File: src/rtl/fetch_stage_pkg.sv
// Shared definitions for the instruction-fetch stage: reset vector, FSM encoding,
// skid payload layout and word alignment.
package fetch_stage_pkg;

  localparam logic [31:0] DEFAULT_RESET_PC = 32'h0000_0000;
  localparam logic [31:0] WORD_MASK        = 32'hFFFF_FFFC;

  typedef enum logic {
    RUN   = 1'b0,
    DRAIN = 1'b1
  } fetch_state_t;

  typedef struct packed {
    logic [31:0] instr;
    logic [31:0] pc;
  } fetch_word_t;

  function automatic logic [31:0] word_align(input logic [31:0] addr);
    return addr & WORD_MASK;
  endfunction

endpackage

File: src/rtl/fetch_stage_skid.sv
// One-entry skid buffer holding a fetched {instr, pc} while decode is stalled.
module fetch_stage_skid
  import fetch_stage_pkg::*;
(
  input  logic        clk,
  input  logic        reset,
  input  logic        load,
  input  logic        unload,
  input  logic        clear,
  input  fetch_word_t din,
  output logic        valid,
  output fetch_word_t dout
);

  // NOTE: sequential state uses <= so every flop samples pre-edge values, independent of block order.
  always_ff @(posedge clk or negedge reset) begin
    if (!reset) begin
      valid <= 1'b0;
    end else if (clear) begin
      valid <= 1'b0;
    end else if (load) begin
      valid <= 1'b1;
    end else if (unload) begin
      valid <= 1'b0;
    end
  end

  // NOTE: the payload is only meaningful when valid is set, so it is left out of reset.
  always_ff @(posedge clk) begin
    if (load) begin
      dout <= din;
    end
  end

endmodule

File: src/rtl/fetch_stage.sv
// Instruction-fetch stage with IF/ID register: owns the PC, runs the imem
// request/ack handshake, absorbs decode stalls and applies EX redirects.
module fetch_stage
  import fetch_stage_pkg::*;
#(
  parameter logic [31:0] RESET_PC = DEFAULT_RESET_PC
) (
  input  logic        clk,
  input  logic        reset,
  output logic        imem_req,
  output logic [31:0] imem_addr,
  input  logic        imem_ack,
  input  logic [31:0] imem_rdata,
  input  logic        stall,
  input  logic        flush,
  input  logic        redir_valid,
  input  logic [31:0] redir_target,
  output logic        id_valid,
  output logic [31:0] id_instr,
  output logic [31:0] id_pc,
  output logic [31:0] id_pcplus4
);

  fetch_state_t state;
  logic         live;
  logic [31:0]  pc;
  logic [31:0]  req_addr;
  logic         acked;
  logic         skid_valid;
  logic         skid_load;
  logic         skid_unload;
  fetch_word_t  skid_din;
  fetch_word_t  skid_dout;
  logic [31:0]  add_a;
  logic [31:0]  add_sum;

  // live holds the request off until the first edge after reset release.
  assign imem_req  = live & ((state == DRAIN) | ~skid_valid);
  assign imem_addr = (state == DRAIN) ? req_addr : pc;
  assign acked     = imem_req & imem_ack;

  // One adder serves both paths: pc only advances while the skid is empty.
  assign add_a   = skid_valid ? skid_dout.pc : pc;
  assign add_sum = add_a + 32'd4;

  assign skid_din    = '{instr: imem_rdata, pc: pc};
  assign skid_load   = (state == RUN) & acked & ~redir_valid & (stall | flush);
  assign skid_unload = (state == RUN) & skid_valid & ~redir_valid & ~flush & ~stall;

  fetch_stage_skid u_skid (
    .clk    (clk),
    .reset  (reset),
    .load   (skid_load),
    .unload (skid_unload),
    .clear  (redir_valid),
    .din    (skid_din),
    .valid  (skid_valid),
    .dout   (skid_dout)
  );

  always_ff @(posedge clk or negedge reset) begin
    if (!reset) begin
      state      <= RUN;
      live       <= 1'b0;
      pc         <= RESET_PC;
      req_addr   <= RESET_PC;
      id_valid   <= 1'b0;
      id_instr   <= 32'd0;
      id_pc      <= 32'd0;
      id_pcplus4 <= 32'd0;
    end else begin
      live <= 1'b1;
      if (state == RUN) begin
        req_addr <= pc;
      end
      unique case (state)
        RUN: begin
          if (redir_valid) begin
            pc       <= word_align(redir_target);
            id_valid <= 1'b0;
            if (imem_req && !imem_ack) begin
              state <= DRAIN;
            end
          end else begin
            if (acked) begin
              pc <= add_sum;
            end
            if (flush) begin
              id_valid <= 1'b0;
            end else if (!stall) begin
              if (acked) begin
                id_valid   <= 1'b1;
                id_instr   <= imem_rdata;
                id_pc      <= pc;
                id_pcplus4 <= add_sum;
              end else if (skid_valid) begin
                id_valid   <= 1'b1;
                id_instr   <= skid_dout.instr;
                id_pc      <= skid_dout.pc;
                id_pcplus4 <= add_sum;
              end else begin
                id_valid <= 1'b0;
              end
            end
          end
        end
        DRAIN: begin
          // The outstanding wrong-path word is absorbed here and never reaches IF/ID.
          id_valid <= 1'b0;
          if (redir_valid) begin
            pc <= word_align(redir_target);
          end
          if (imem_ack) begin
            state <= RUN;
          end
        end
      endcase
    end
  end

endmodule
File: config.mk
export PLATFORM = sky130hd
export DESIGN_NAME = fetch_stage
export DESIGN_NICKNAME = d
export VERILOG_FILES = /design/src/rtl/fetch_stage_pkg.sv /design/src/rtl/fetch_stage_skid.sv /design/src/rtl/fetch_stage.sv
export SDC_FILE = /design/constraint.sdc
export NUM_CORES = 1
export LEC_CHECK = 0
export BUFFER_PORTS_ARGS = -buffer_cell sky130_fd_sc_hd__buf_2
export CORE_ASPECT_RATIO = 2
export CORE_UTILIZATION = 45
export DETAILED_ROUTE_END_ITERATION = 10
export PLACE_DENSITY = 0.74
export SKIP_LAST_GASP = 1
export SYNTH_ARGS = -nofsm -noshare
export SYNTH_HDL_FRONTEND = slang
export SYNTH_SLANG_ARGS = --single-unit
File: constraint.sdc
create_clock -name clk -period 19.65 [get_ports clk]
set_input_delay 1.965 -clock clk [delete_from_list [all_inputs] [get_ports clk]]
set_output_delay 1.965 -clock clk [all_outputs]
set_load 0.005 [all_outputs]
==> impl_metrics.ini <==
[floorplan]
core_um2 = 21490
die_width_um = 106.6
start_util = 0.4586
pin_count = 200
die_h_um = 211.3
rows = 76
dieArea_um2 = 22530

[synth]
synth_area_per_cell_um2 = 11.72
ys_ff_latch = 228
synth_most_common_cell = dfrtp_1
synth_edf_count = 64
synthArstFlopShare = 0.7193
seq_area_frac_synth = 0.6114
synth_nets = 912
ys_types = 49
synth_ff_type = dfrtp_1
synth_top_cell_area_share = 0.4164
synthCells = 841
netlist_area_um2 = 9856
ys_top_cells_by_count = dfrtp_1, nand2_1, o21ai_0, mux2i_1, edfxtp_1
synth_top_cell_by_area = dfrtp_1
synth_area_leaders = dfrtp_1, edfxtp_1, mux2i_1, nand2_1, o21ai_0
yosysWarnings = 0

[worst_setup_path]
critPathMaxFanout = 38
start_kind = flop
cp.arrival_ns = 2.37
crit_family = flip-flops
critPathBufInv = 2
max_stage_delay_ns = 1.02
crit_type = reg2out
worstPathCellList = inv_1, a21boi_1, buf_2
cp.required_ns = 17.68
slowest_stage = dfrtp_2
endpoint_kind = output port

[routing]
vias_per_cell = 5.368
drt_drc_violations_left = 0
wire_per_inst_um = 18.86
postRouteAntennaNets = 0
drt_iter0_markers = 358
dr.pass1.iters = 4
wl_um = 24730
route.vias.total = 7038

[pwr]
clock_power_share = 0.336
peakVddDrop_mv = 0.06862
power_leakage_nw = 5.421
power.density_nw_per_um2 = 105.6
p_int_uw = 900.6
p_switching_uw = 344.2
comb_power_share = 0.172
pwr-share-seq = 0.492
swShare = 0.2765

[cts]
cts_tree = yes
cts_resized = 0
ctsHoldBuffers = 0
clock_path_buffers = 3
postCtsSetupRepairBufs = 0
clock_latency_ns = 0.52
cts.sink_count = 228
htreeDepth = 1
root_buffer = clkbuf_16
cts_made_buffers = 22
clk_pin_slew_worst_paths_ns = 0.06

[timing]
setup_viol = 0
finalSetupTns_ns = 0
fin_skew_ns = 0.01284
worst_slew_pin_slew_ns = 1.011
finalHoldViolCount = 0
slew-limit-headroom = 0.3260
layout_min_cycle_time_ns = 4.330
rsz0062_at_grt = false
drv_slew = 0
fin_crit_sh = 0.2204
fmax_mhz = 230.9
setup_slack_ns = 15.32

[global_routing]
grt_overflow = 0
grt_pass1_vias = 7186
track_usage = 0.2208
antenna_found_initial = 4
grt_max_degree = 97
grt_pass1_wl_um = 38560

[finish]
syn_to_final_growth_pct = 19.65
nFillCells = 1952
drive_above_1_share = 0.2819
nets = 1091

[run_status]
status = completed

[placed_design]
io_buffers = 197
dp_worst_setup_slack_ns = 14.89
place_congestion = 0.8096
hpwlAfterDp_um = 16840

[min_path]
min_path_type = reg2reg

[run]
max_cap_violations = 0
## flip-flops by register name (all words and copies together) (netlist names)
register	cells
id_valid	1
id_pcplus4	32
u_skid.dout	64
live	1
pc	32
state	1
id_instr	32
u_skid.valid	1
id_pc	32
req_addr	32
## tightest hold or removal path: stages, from the launching register on
cell and delay (ns):
dfrtp_1 0.33, nand2_1 0.05, nand2_1 0.05
## placed cells by master, fill, tap and decap left out, types with 19 or more instances in the layout
master,count
mux2i_1,80
mux2_2,37
dfrtp_1,162
edfxtp_1,64
buf_2,196
xor2_1,22
o21ai_0,103
nand2_1,157
clkbuf_16,23
nand3_1,20
nor2_1,19
a21oi_1,19
## final timing paths
path / cells past startpoint / from / endpoint / slack, ns
min in group asynchronous: 1 / reset / id_instr[18] / 1.54
worst min-delay path: 2 / id_pcplus4[12] / id_pcplus4[12] / 0.47
max in group asynchronous: 2 / reset / id_pc[12] / 16.68
worst max register to register: 5 / state / u_skid.dout[34] / 15.89
worst min register to register: 2 / id_pcplus4[12] / id_pcplus4[12] / 0.47
worst max-delay path: 3 / state / imem_req / 15.32
## power by group through the flow
stage          registers, mW  clock network [mW]  logic, mW
2_1_floorplan          0.616                   0      0.102
3_3_place_gp           0.618                   0      0.213
3_5_place_dp           0.622                   0      0.218
4_1_cts                0.613               0.431      0.219
5_1_grt                0.622               0.445      0.241
6_report               0.612               0.419      0.214
## cells by family (layout without fill, tap and decap cells)
group                      count (synthesis)  after routing  synth area share
buffers and inverters                     54            249           0.02336
adders and majority gates                  1              1          0.001269
and+or+nand+nor                          253            253            0.1203
DFF                                      228            228            0.6114
AOI/OAI and AO/OA                        151            151           0.08772
muxes                                    117            117            0.1235
xor gates and xnor gates                  36             36           0.03199
other                                      1              3         0.0003805
## layout make-up
cell class	count	area (µm²)	share of cell area
multi-input cells	559	3636	0.3083
repair buffers	207	1067	0.09050
well taps	273	341.6	0.02897
clock inverters	10	85.08	0.007215
inverters	2	7.507	0.0006366
clock buffers	30	621.8	0.05273
diodes	2	5.005	0.0004244
flip-flops and latches	228	6028	0.5112
## per-stage QoR
stage	util	total power [mW]	instance area, µm²	instances	hold WS, ns
finish	0.5487	1.245	11790	1311	0.4700
global route	0.5487	1.307	11790	1311	0.4979
CTS	0.5485	1.262	11790	1309	0.4729
detailed placement	0.5156	0.8401	11080	1269	0.4569
global placement	0.5156	0.8306	11080	1269	0.4572
floorplan	-	0.7183	9856	841	0.4196
## layer usage
metal  GRT usage  vias to the layer above  wire, µm
li1            -                     3335         -
met1      0.2510                     3427      9333
met2      0.3911                      203     13100
met3     0.02925                       69       995
met4      0.1290                        4      1280
met5           0                        -        22
Note: power is estimated with default switching activity, not from simulation.
